===== src/rtl/serdes_word_aligner.sv =====
// rtl/serdes_word_aligner.sv - 8b/10b comma word aligner with lock acquisition and loss tracking
module serdes_word_aligner #(
    parameter int         ACQ_COMMAS = 3,
    parameter int         WIN        = 64,
    parameter int         MAX_ERR    = 4,
    parameter int         ERR_CNT_W  = 16,
    parameter logic [9:0] COMMA_N    = 10'b0101111100
) (
    input  logic                 bitclk,
    input  logic                 rst,
    input  logic                 sig_in,
    output logic [9:0]           word_out,
    output logic                 word_valid,
    output logic                 is_comma,
    output logic                 locked,
    output logic                 code_err,
    output logic                 disp_err,
    output logic                 realign,
    output logic [ERR_CNT_W-1:0] err_count
);
    localparam int                WIN_W     = (WIN > 1) ? $clog2(WIN) : 1;
    localparam int                WERR_W    = $clog2(MAX_ERR + 1);
    localparam logic [WIN_W-1:0]  WIN_LAST  = WIN_W'(WIN - 1);
    localparam logic [WERR_W-1:0] ERR_LIMIT = WERR_W'(MAX_ERR);
    localparam logic [3:0]        ACQ_N     = 4'(ACQ_COMMAS);

    typedef enum logic [1:0] {HUNT = 2'd0, VERIFY = 2'd1, LOCKED = 2'd2} state_t;

    state_t                state_q, state_d;
    logic [9:0]            sr_q, sr_d;
    logic [3:0]            ph_q, ph_d;
    logic [3:0]            comma_cnt_q, comma_cnt_d;
    logic                  rd_q, rd_d;
    logic [WIN_W-1:0]      win_cnt_q, win_cnt_d;
    logic [WERR_W-1:0]     win_err_q, win_err_d;
    logic [9:0]            word_out_q, word_out_d;
    logic                  word_valid_q, word_valid_d;
    logic                  is_comma_q, is_comma_d;
    logic                  locked_q, locked_d;
    logic                  code_err_q, code_err_d;
    logic                  disp_err_q, disp_err_d;
    logic                  realign_q, realign_d;
    logic [ERR_CNT_W-1:0]  err_count_q, err_count_d;

    logic [3:0] ones;
    logic       comma_hit;
    logic       boundary;
    logic       bad_code;
    logic       bad_disp;
    logic       rd_next;
    logic       err_word;

    // Classify the current shift-register contents as a candidate word (rd_q = 1 means RD+)
    always_comb begin
        ones = 4'd0;
        for (int i = 0; i < 10; i++) begin
            ones = ones + {3'b000, sr_q[i]};
        end
        comma_hit = (sr_q == COMMA_N) || (sr_q == ~COMMA_N);
        boundary  = (ph_q == 4'd9);
        bad_code  = (ones < 4'd4) || (ones > 4'd6);
        bad_disp  = ((ones == 4'd6) && rd_q) || ((ones == 4'd4) && !rd_q);
        rd_next   = (ones == 4'd6) ? 1'b1 : ((ones == 4'd4) ? 1'b0 : rd_q);
    end

    // Next-state logic for the HUNT / VERIFY / LOCKED alignment machine and its counters
    always_comb begin
        state_d      = state_q;
        sr_d         = {sig_in, sr_q[9:1]};
        ph_d         = boundary ? 4'd0 : ph_q + 4'd1;
        comma_cnt_d  = comma_cnt_q;
        rd_d         = rd_q;
        win_cnt_d    = win_cnt_q;
        win_err_d    = win_err_q;
        word_out_d   = word_out_q;
        word_valid_d = 1'b0;
        is_comma_d   = is_comma_q;
        code_err_d   = code_err_q;
        disp_err_d   = disp_err_q;
        realign_d    = 1'b0;
        err_count_d  = err_count_q;
        err_word     = 1'b0;

        unique case (state_q)
            HUNT: begin
                if (comma_hit) begin
                    ph_d        = 4'd0;
                    rd_d        = rd_next;
                    comma_cnt_d = 4'd1;
                    win_cnt_d   = '0;
                    win_err_d   = '0;
                    state_d     = (ACQ_N == 4'd1) ? LOCKED : VERIFY;
                end
            end
            VERIFY: begin
                if (boundary) begin
                    if (bad_code || bad_disp) begin
                        state_d     = HUNT;
                        comma_cnt_d = 4'd0;
                    end else begin
                        rd_d = rd_next;
                        if (comma_hit) begin
                            comma_cnt_d = comma_cnt_q + 4'd1;
                            if (comma_cnt_q + 4'd1 >= ACQ_N) begin
                                state_d   = LOCKED;
                                win_cnt_d = '0;
                                win_err_d = '0;
                            end
                        end
                    end
                end
            end
            LOCKED: begin
                if (boundary) begin
                    word_out_d   = sr_q;
                    is_comma_d   = comma_hit;
                    code_err_d   = bad_code;
                    disp_err_d   = bad_disp;
                    word_valid_d = 1'b1;
                    rd_d         = rd_next;
                    err_word     = bad_code || bad_disp;
                end else if (comma_hit) begin
                    // A comma off the word grid means the phase has slipped
                    err_word = 1'b1;
                end
                // The wrap word opens the new window, so its own error lands there
                if (boundary && (win_cnt_q == WIN_LAST)) begin
                    win_cnt_d = '0;
                    win_err_d = WERR_W'(err_word);
                end else begin
                    if (boundary) begin
                        win_cnt_d = win_cnt_q + WIN_W'(1);
                    end
                    win_err_d = win_err_q + WERR_W'(err_word);
                end
                if (err_word && (err_count_q != '1)) begin
                    err_count_d = err_count_q + ERR_CNT_W'(1);
                end
                if (win_err_d >= ERR_LIMIT) begin
                    state_d     = HUNT;
                    realign_d   = 1'b1;
                    win_cnt_d   = '0;
                    win_err_d   = '0;
                    comma_cnt_d = 4'd0;
                end
            end
            default: begin
                state_d = HUNT;
            end
        endcase

        locked_d = (state_d == LOCKED);
    end

    // State and registered outputs; rst clears everything including the partial word/window
    always_ff @(posedge bitclk) begin
        if (rst) begin
            state_q      <= HUNT;
            sr_q         <= '0;
            ph_q         <= '0;
            comma_cnt_q  <= '0;
            rd_q         <= 1'b0;
            win_cnt_q    <= '0;
            win_err_q    <= '0;
            word_out_q   <= '0;
            word_valid_q <= 1'b0;
            is_comma_q   <= 1'b0;
            locked_q     <= 1'b0;
            code_err_q   <= 1'b0;
            disp_err_q   <= 1'b0;
            realign_q    <= 1'b0;
            err_count_q  <= '0;
        end else begin
            state_q      <= state_d;
            sr_q         <= sr_d;
            ph_q         <= ph_d;
            comma_cnt_q  <= comma_cnt_d;
            rd_q         <= rd_d;
            win_cnt_q    <= win_cnt_d;
            win_err_q    <= win_err_d;
            word_out_q   <= word_out_d;
            word_valid_q <= word_valid_d;
            is_comma_q   <= is_comma_d;
            locked_q     <= locked_d;
            code_err_q   <= code_err_d;
            disp_err_q   <= disp_err_d;
            realign_q    <= realign_d;
            err_count_q  <= err_count_d;
        end
    end

    assign word_out   = word_out_q;
    assign word_valid = word_valid_q;
    assign is_comma   = is_comma_q;
    assign locked     = locked_q;
    assign code_err   = code_err_q;
    assign disp_err   = disp_err_q;
    assign realign    = realign_q;
    assign err_count  = err_count_q;

endmodule


===== config.mk =====
export PLATFORM = sky130hd
export DESIGN_NAME = serdes_word_aligner
export DESIGN_NICKNAME = d
export VERILOG_FILES = /design/src/rtl/serdes_word_aligner.sv
export SDC_FILE = /design/constraint.sdc
export NUM_CORES = 1
export LEC_CHECK = 0
export ABC_AREA = 0
export BUFFER_PORTS_ARGS = -buffer_cell sky130_fd_sc_hd__buf_4
export CAP_MARGIN = 20
export CELL_PAD_IN_SITES_DETAIL_PLACEMENT = 1
export CELL_PAD_IN_SITES_GLOBAL_PLACEMENT = 1
export CORE_ASPECT_RATIO = 0.6
export CORE_MARGIN = 4
export CORE_UTILIZATION = 48
export CTS_CLUSTER_SIZE = 20
export DETAILED_ROUTE_END_ITERATION = 8
export GPL_TIMING_DRIVEN = 1
export PLACE_DENSITY_LB_ADDON = 0.1
export SLEW_MARGIN = 20
export SYNTH_ARGS = -nofsm -noshare
export SYNTH_HDL_FRONTEND = slang
export SYNTH_SLANG_ARGS = --single-unit
export TNS_END_PERCENT = 30

===== constraint.sdc =====
create_clock -name bitclk -period 9.15 [get_ports bitclk]
set_input_delay 0.915 -clock bitclk [delete_from_list [all_inputs] [get_ports bitclk]]
set_output_delay 0.915 -clock bitclk [all_outputs]
set_load 0.005 [all_outputs]

==> results.toml, run 1 <==
[outcome]
status = "completed"

[drt]
vias_per_cell = 5.73
drt.antenna.violating_nets = 0
firstDrtPassIters = 4
vias = 2806
wire_per_inst_um = 17.2
drt-total-wl_mm = 8.41
drc_errors = 0
first_iter_violations = 198

[global_route]
grt_max_degree = 57
grt_antenna_before_repair = 0
grt_pass1_vias = 2841
grt_pass1_wl_mm = 14.5
grt_util_all_layers = 0.221
grt-ovfl-total = 0

[die]
rows = 22
core-area_um2 = 6300
start_util = 0.509
io_pins = 35
dieWidth_um = 114
fp.dieArea_um2 = 8100
die_height_um = 71.3

[worst_hold_path]
hp-class = "flip-flop to flip-flop"

[clocking]
cts_root_buf = "clkbuf_8"
cts_tree = "built"
h-tree-depth = 3
clockBufferDepth = 2
cts_hold_buf = 0
post_cts_buffers = 0
cts.clk_slew.worst_paths_ps = 60
clock_latency_ps = 340
cts.sinks = 62
cts_resized = 0
cts_buffers = 9

[sta]
finalHoldViolations = 0
rsz0062_at_grt = "no"
max_slew.worst_pin.slew_ps = 823
fin_crit_sh = 0.623
fin_crit_ps = 5700
fmaxAchievable_mhz = 175
maxSlewViolCount = 0
setup_ws_ps = 3450
finClkSkew_ps = 4.78
max_slew_margin = 0.451
finalSetupTns_ps = 0
finalSetupViolations = 0

[synth]
synth_area_leaders = "dfxtp_1 (39%), ha_1 (5.9%), a21oi_1 (5.0%)"
syn_inst = 370
ys_types = 57
synth_area_leader_cell = "dfxtp_1"
synth_warnings = 0
async_flop_share = 0
yosysTopAreaCellShare = 0.387
synth_flop_cell = "dfxtp_1"
synth_most_common_cell = "dfxtp_1"
synth.net_count = 394
synth_edf_count = 0
synth_area_per_cell_um2 = 8.67
synth_commonest_cells = "dfxtp_1 (62), nand2_1 (41), nor2_1 (33), a21oi_1 (32), inv_1 (25)"
syn-cell-area_um2 = 3210
synth-seq-cells = 62
ys_seq_area_frac = 0.387

[power]
clock_power_share = 0.420
peakVddDrop_v = 0.000100
sequentialPowerShare = 0.547
switchingPower_mw = 0.112
power_density_nw_per_um2 = 136
switching_share = 0.224
intPower_mw = 0.389
total_power_mw = 0.501
leakage_nw = 1.40
combPwrFrac = 0.033

[placement]
dp_hpwl_mm = 6.27
dp_slack_ps = 3440
dpl-instance-area_um2 = 3510
numPortBuffers = 34
place_inst = 475
place_congestion = 0.842

[cells_and_area]
antennaDiodeCount = 0
final_nets = 426
fin_area_um2 = 3680
instances_no_fill = 490
syn2layout_area_growth_pct = 14.7
drive_above_1_share = 0.165

[setup_path]
end_kind = "flip-flop"
start_kind = "flip-flop"
arrival_ps = 5910
path_max_fanout = 10
crit_required_ps = 9360
crit_type = "flip-flop to flip-flop"

[flow_run]
cap_violations = 0
[kinds of logic after synthesis]
logic type / after synthesis / synth area share
and+or+nand+nor: 156 / 0.271
AOI/OAI and AO/OA: 76 / 0.147
DFF: 62 / 0.387
buffers and inverters: 38 / 0.0472
adders and majority gates: 21 / 0.0960
xor gates and xnor gates: 11 / 0.0300
muxes: 6 / 0.0211
[routing by layer]
metal | up-vias | GRT usage | routed length (um)
met5 | - | 0 | 0
met4 | 0 | 0.0600 | 107
met3 | 12 | 0.0591 | 380
met2 | 57 | 0.314 | 3340
met1 | 1367 | 0.328 | 4580
li1 | 1370 | - | -
[per-stage QoR]
stage               utilization  hold WS, ps
finish                    0.583          456
global route              0.583          492
CTS                       0.583          461
detailed placement        0.557          452
global placement          0.557          443
floorplan                     -          445
[critical path, stage by stage (launching register included)]
cell and delay (ps):
dfxtp_1 360, inv_1 90, fa_1 570, fa_1 430
fa_1 490, inv_1 40, ha_1 180, inv_1 70
fa_1 480, or3_1 400, nand2_1 130, and3_1 440
nor2_1 100, ha_1 200, ha_1 190, xnor2_1 270
nand2_1 270, o21ai_0 520, nand2b_4 260, o21ai_0 90
[path summary, 6_finish.rpt]
kind	startpoint	depth (start not counted)	to	slack, ps
worst max-delay path	sr_q[0]$_SDFF_PP0_	19	win_cnt_q[5]$_SDFFE_PP0P_	3450
worst min-delay path	word_out[8]$_SDFFE_PP0P_	2	word_out[8]$_SDFFE_PP0P_	460
worst max register to register	sr_q[0]$_SDFF_PP0_	19	win_cnt_q[5]$_SDFFE_PP0P_	3450
worst min register to register	word_out[8]$_SDFFE_PP0P_	2	word_out[8]$_SDFFE_PP0P_	460
[cells in the final DEF, fill, tap and decap left out, drive strengths merged, types with 2 or more instances in the layout]
cell type  count
and4           3
mux2i          3
mux2           3
inv           25
nor4           6
o22ai          3
o211ai         2
fa             6
a22oi          2
buf           34
a21oi         32
nor2          33
nand2b         3
a211oi         2
nand4          7
nand3b         2
or4            5
ha            15
or2            3
a31o           4
clkbuf        14
nor3b          3
o211a          2
o311ai         3
nand3         11
o41ai          2
or3            5
and3           6
dfxtp         62
nand2         41
and2           5
nor4b          5
xnor2         11
nor3           7
o21ai         15
nor2b          7
a31oi          3
[flip-flops by register name, summed over array words and instances (netlist names), 2 cells and up]
name / count
win_err_q: 3
state_q: 2
sr_q: 10
ph_q: 4
err_count: 16
word_out: 10
comma_cnt_q: 4
win_cnt_q: 6
[power by group through the flow]
| stage | Combinational, mW | Clock (mW) | Sequential [mW] |
|---|---|---|---|
| after floorplan | 0.0133 | 0 | 0.279 |
| after global placement | 0.0157 | 0 | 0.280 |
| after detailed placement | 0.0165 | 0 | 0.280 |
| after CTS | 0.0166 | 0.217 | 0.274 |
| after global routing | 0.0188 | 0.231 | 0.274 |
| final | 0.0164 | 0.211 | 0.274 |
[cell type report]
cell class / instances / area, um^2
fillers: 774 / 2630
multi-input cells: 270 / 1810
repair buffers: 34 / 255
flip-flops and latches: 62 / 1240
clock inverters: 1 / 5.00
inverters: 25 / 93.8
well taps: 84 / 105
clock buffers: 14 / 163
(Power assumes the default switching activity.)
==> inputs of run 2 (changes only) <==
Settings changed: CORE_UTILIZATION 48 to 44.
Clock period 9.15 ns to 5.45 ns, I/O delays scaled along.
==> run 2 against run 1 <==
- die area up 8.2%
- maximum frequency up 11%
- setup slack worse by 3200 ps
- core utilization down 1.6 points
- hold slack worse by 29 ps
- via count up 1.8%
- register-to-register slack worse by 3200 ps
- cell count up 1.8%
- clock skew down 1.0 ps
- global-route usage down 0.89 points
- clock power rose to 3.0 times the previous value
- critical endpoint is now comma_cnt_q[3]$_SDFFE_PP0P_
- wire length up 1.2%
==> results.toml, run 2 (synthesis gave the netlist of run 1 again) <==
[clocking]
cts_tree = "built"
clock_latency_ps = 330
cts_buffers = 9
h-tree-depth = 3
cts.sinks = 62
cts_root_buf = "clkbuf_16"
clockBufferDepth = 2
cts.clk_slew.worst_paths_ps = 50

[cells_and_area]
largest_reg_flops = 16
syn2layout_area_growth_pct = 21.7
fin_area_um2 = 3900
layout_common_cells = "dfxtp_1 (62), nand2_1 (39), buf_4 (39), nor2_1 (33), a21oi_1 (32)"
final_nets = 431
antennaDiodeCount = 0
drive_above_1_share = 0.192
instances_no_fill = 499
fillers = 810
mostFrequentLayoutCell = "dfxtp_1"

[sta]
max_slew.worst_pin.slew_ps = 749
fmaxAchievable_mhz = 194
finalSetupViolations = 0
maxSlewViolCount = 0
finClkSkew_ps = 3.73
max_slew_margin = 0.501
fin_crit_ps = 5160
finalHoldViolations = 0
fin_crit_sh = 0.946
hold_slack_ps = 427
rsz0062_at_grt = "yes"

[die]
die_height_um = 74.1
dieWidth_um = 118
fp.dieArea_um2 = 8760
start_util = 0.466
core-area_um2 = 6880
io_pins = 35
rows = 23

[power]
total_power_mw = 1.13
leakage_nw = 1.51
combPwrFrac = 0.026
peakVddDrop_v = 0.000178
switching_share = 0.198
intPower_mw = 0.903
power_density_nw_per_um2 = 289
switchingPower_mw = 0.223
clock_power_share = 0.565
sequentialPowerShare = 0.409

[outcome]
status = "completed"

[global_route]
grt_util_all_layers = 0.212
grt_pass1_wl_mm = 14.6
grt_antenna_before_repair = 0
grt_pass1_vias = 2897
grt-ovfl-total = 0
grt_max_degree = 57

[drt]
wire_per_inst_um = 17.1
drt.antenna.violating_nets = 0
first_iter_violations = 223
firstDrtPassIters = 4
drt-total-wl_mm = 8.51
vias = 2856
drc_errors = 0
vias_per_cell = 5.72

[setup_path]
start_kind = "flip-flop"
arrival_ps = 5410
crit_type = "flip-flop to flip-flop"
path_max_fanout = 7
r2r_slack_ps = 290
end_kind = "flip-flop"
crit_required_ps = 5710

[placement]
dpl-instance-area_um2 = 3540
dp_hpwl_mm = 6.04
place_inst = 481
numPortBuffers = 34
place_congestion = 0.867

[flow_run]
cap_violations = 0

[worst_hold_path]
hp-class = "input pin to flip-flop"
run 2: cell types whose count changed in the layout (fill, tap and decap cells not counted), moves of 2 or more:
cell and delta:
buf_4 +5, bufinv_16 +2, clkbuf_1 -2, clkbuf_16 +9
clkbuf_8 -8, nand2_1 -2, nand2_2 +2
run 2: layout make-up:
type                       instances  area (um^2)  area share
tap                               87          109      0.0279
sequential                        62         1240       0.318
timing repair buffer              39          293      0.0750
clock buffer                      13          270      0.0693
clock inverter                     3         65.1      0.0167
inverter                          25         93.8      0.0241
multi-input combinational        270         1830       0.469
run 2: metrics by stage:
step,setup TNS (ps),worst slack (ps),util
final,0,294,0.567
after global routing,-27.6,-21.9,0.567
after CTS,0,128,0.563
after detailed placement,0,183,0.514
after global placement,0,403,0.514
after floorplan,0,249,-
run 2: power by group through the flow:
stage / Sequential [mW] / Clock (mW) / Combinational, mW
after global placement: 0.470 / 0 / 0.0263
after CTS: 0.461 / 0.650 / 0.0284
after global routing: 0.461 / 0.675 / 0.0325
after detailed placement: 0.470 / 0 / 0.0276
after floorplan: 0.468 / 0 / 0.0224
final: 0.461 / 0.636 / 0.0290
run 2: critical path, cell delays in order (launching register included):
cell and delay [ps]:
dfxtp_1 350, inv_1 90, fa_1 580, fa_1 440, fa_1 490, inv_1 40, ha_1 200, inv_1 70
fa_2 480, or3_1 410, nand2_2 120, and3_1 180, nor2_1 50, ha_1 180, ha_1 210, xnor2_2 170
o21ai_1 140, o211ai_1 200, or4_1 510, o22ai_1 150
run 2: final timing paths:
path | start | endpoint | cells after the start
setup / recovery | sr_q[0]$_SDFF_PP0_ | comma_cnt_q[3]$_SDFFE_PP0P_ | 19
hold / removal | sig_in | sr_q[9]$_SDFF_PP0_ | 2
setup reg to reg | sr_q[0]$_SDFF_PP0_ | comma_cnt_q[3]$_SDFFE_PP0P_ | 19
hold reg to reg | word_out[7]$_SDFFE_PP0P_ | word_out[7]$_SDFFE_PP0P_ | 2
run 2: routing by layer:
layer	vias to the layer above	track usage	share of wire
li1	1381	-	-
met1	1378	0.291	0.51
met2	84	0.314	0.41
met3	13	0.0676	0.062
met4	0	0.0805	0.017
met5	-	0	0
run 2: what timing repair did:
| item | in CTS | in global routing |
|---|---|---|
| setup buffers | 0 | 2 |
| hold buffers | 0 | 0 |
| gates resized for setup | 0 | 5 |
| endpoints found under the setup margin | 0 | 12 |
==> inputs of run 3 (changes only) <==
Settings changed: CELL_PAD_IN_SITES_GLOBAL_PLACEMENT 1 to 2, CORE_ASPECT_RATIO 0.6 to not set, CORE_UTILIZATION 44 to 36.
==> run 3 against run 2 <==
- setup slack got worse by 4.8 ps
- power fell by 20%
- first-iteration DRC count fell by 53%
- clock power fell by 35%
- via count fell by 3.3%
- hold slack got worse by 14 ps
- clock skew rose by 4.5 ps
- wire length fell by 5.2%
- highest routed layer unchanged
- die area rose by 20%
==> results.toml, run 3 (synthesis gave the netlist of run 1 again) <==
[setup_path]
crit_type = "flip-flop to flip-flop"
cp_top_family = "adder cells"
r2r_start = "sr_q[0]$_SDFF_PP0_"
cp_cell_sequence = "inv_1, fa_1, fa_1, fa_1, inv_1, ha_1, inv_1, fa_2, or3_1, nand2_1, and3_1, nor2_1, ha_1, ha_1, xnor2_2, o21ai_1, o211ai_1, or4_1, o22ai_1"
r2r_slack_ps = 290
path_max_fanout = 7
ff2ff_path_depth = 19
slowest_stage = "fa_1"
critPathMaxStageDelay_ps = 570
end_kind = "flip-flop"
start_kind = "flip-flop"
arrival_ps = 5430
r2r_end = "comma_cnt_q[3]$_SDFFE_PP0P_"
path_buf_inv = 3
crit_required_ps = 5720

[die]
fp.dieArea_um2 = 10500
die_height_um = 102
rows = 34
core-area_um2 = 8680
dieWidth_um = 102
start_util = 0.370
io_pins = 35

[outcome]
status = "completed"

[drt]
vias = 2763
first_iter_violations = 104
drt.antenna.violating_nets = 0
drt-total-wl_mm = 8.07
drc_errors = 0
vias_per_cell = 5.32
firstDrtPassIters = 4
wire_per_inst_um = 15.6

[clocking]
clockBufferDepth = 2
clock_latency_ps = 350
cts.clk_slew.worst_paths_ps = 70
cts_buffers = 9
cts_hold_buf = 0
cts_root_buf = "clkbuf_8"
h-tree-depth = 3
cts.sinks = 62
cts_tree = "built"

[sta]
finalHoldViolations = 0
hold_slack_ps = 412
max_slew_margin = 0.504
finalSetupTns_ps = 0
fmaxAchievable_mhz = 194
max_slew.worst_pin.slew_ps = 744
fin_crit_sh = 0.947
maxSlewViolCount = 0
finClkSkew_ps = 8.26
fin_crit_ps = 5160
finalSetupViolations = 0

[global_route]
grt_util_all_layers = 0.166
grt_max_degree = 57
grt_pass1_wl_mm = 13.5
grt_antenna_before_repair = 0
grt_pass1_vias = 2726
grt-ovfl-total = 0

[power]
peakVddDrop_v = 0.000118
total_power_mw = 0.898
leakage_nw = 1.43
power_density_nw_per_um2 = 237

[worst_hold_path]
min-delay-start = "sig_in"
hp-class = "input pin to flip-flop"
min_path_cells = 2
worstHoldEndpoint = "sr_q[9]$_SDFF_PP0_"

[cells_and_area]
syn2layout_area_growth_pct = 17.9
antennaDiodeCount = 0
largest_reg_flops = 16
mostFrequentLayoutCell = "dfxtp_1"
fillers = 1058
multi_input_area_um2 = 1830
regArea_um2 = 1240
instances_no_fill = 519
final_nets = 430
drive_above_1_share = 0.190
layout_common_cells = "dfxtp_1 (62), nand2_1 (40), buf_4 (38), nor2_1 (33), a21oi_1 (32)"

[flow_run]
cap_violations = 0

[placement]
dp_hpwl_mm = 5.83
place_inst = 502
numPortBuffers = 34
place_congestion = 0.773
==> run 3: cell types whose count changed in the layout (fill, tap and decap cells not counted), sizes merged <==
| cell | delta |
|---|---|
| buf | -1 |
| clkinv | +2 |
| bufinv | -1 |
| clkinvlp | +3 |
| clkbuf | -4 |
==> run 3: final cells by class <==
class | instances | area share
Multi-Input combinational cell | 270 | 0.483
Sequential cell | 62 | 0.328
Timing Repair Buffer | 38 | 0.0754
Tap cell | 108 | 0.0357
Clock buffer | 9 | 0.0328
Inverter | 25 | 0.0248
Clock inverter | 7 | 0.0199
==> run 3: repair_timing <==
item	in CTS	in global routing
gates resized for setup	0	4
buffers inserted	0	1
endpoints found under the setup margin	0	7
==> run 3: how the worst max path moves through the flow <==
stage | startpoint | to | depth (start not counted)
after global placement | sr_q[0]$_SDFF_PP0_ | comma_cnt_q[3]$_SDFFE_PP0P_ | 19
after detailed placement | sr_q[0]$_SDFF_PP0_ | comma_cnt_q[3]$_SDFFE_PP0P_ | 19
after floorplan | sr_q[0]$_SDFF_PP0_ | win_cnt_q[0]$_SDFFE_PP0P_ | 20
final | sr_q[0]$_SDFF_PP0_ | comma_cnt_q[3]$_SDFFE_PP0P_ | 19
after CTS | sr_q[0]$_SDFF_PP0_ | comma_cnt_q[3]$_SDFFE_PP0P_ | 19
after global routing | sr_q[1]$_SDFF_PP0_ | comma_cnt_q[3]$_SDFFE_PP0P_ | 19
==> run 3: metrics by stage <==
stage | cell area [um^2] | setup slack (ps) | utilization
after global routing | 3780 | -0.0484 | 0.436
after detailed placement | 3560 | 236 | 0.410
after floorplan | 3210 | 249 | -
after global placement | 3560 | 390 | 0.410
after CTS | 3760 | 197 | 0.433
final | 3780 | 290 | 0.436
==> run 3: layer usage <==
layer / global-route usage / share of wire
met2: 0.265 / 0.47
met1: 0.219 / 0.49
met4: 0.0666 / 0.017
met3: 0.0362 / 0.027
met5: 0 / 0
==> run 3: power by group <==
group	internal [mW]	switching, mW
logic	0.00941	0.0179
registers	0.456	0.00414
clock network	0.211	0.199
total	0.676	0.221
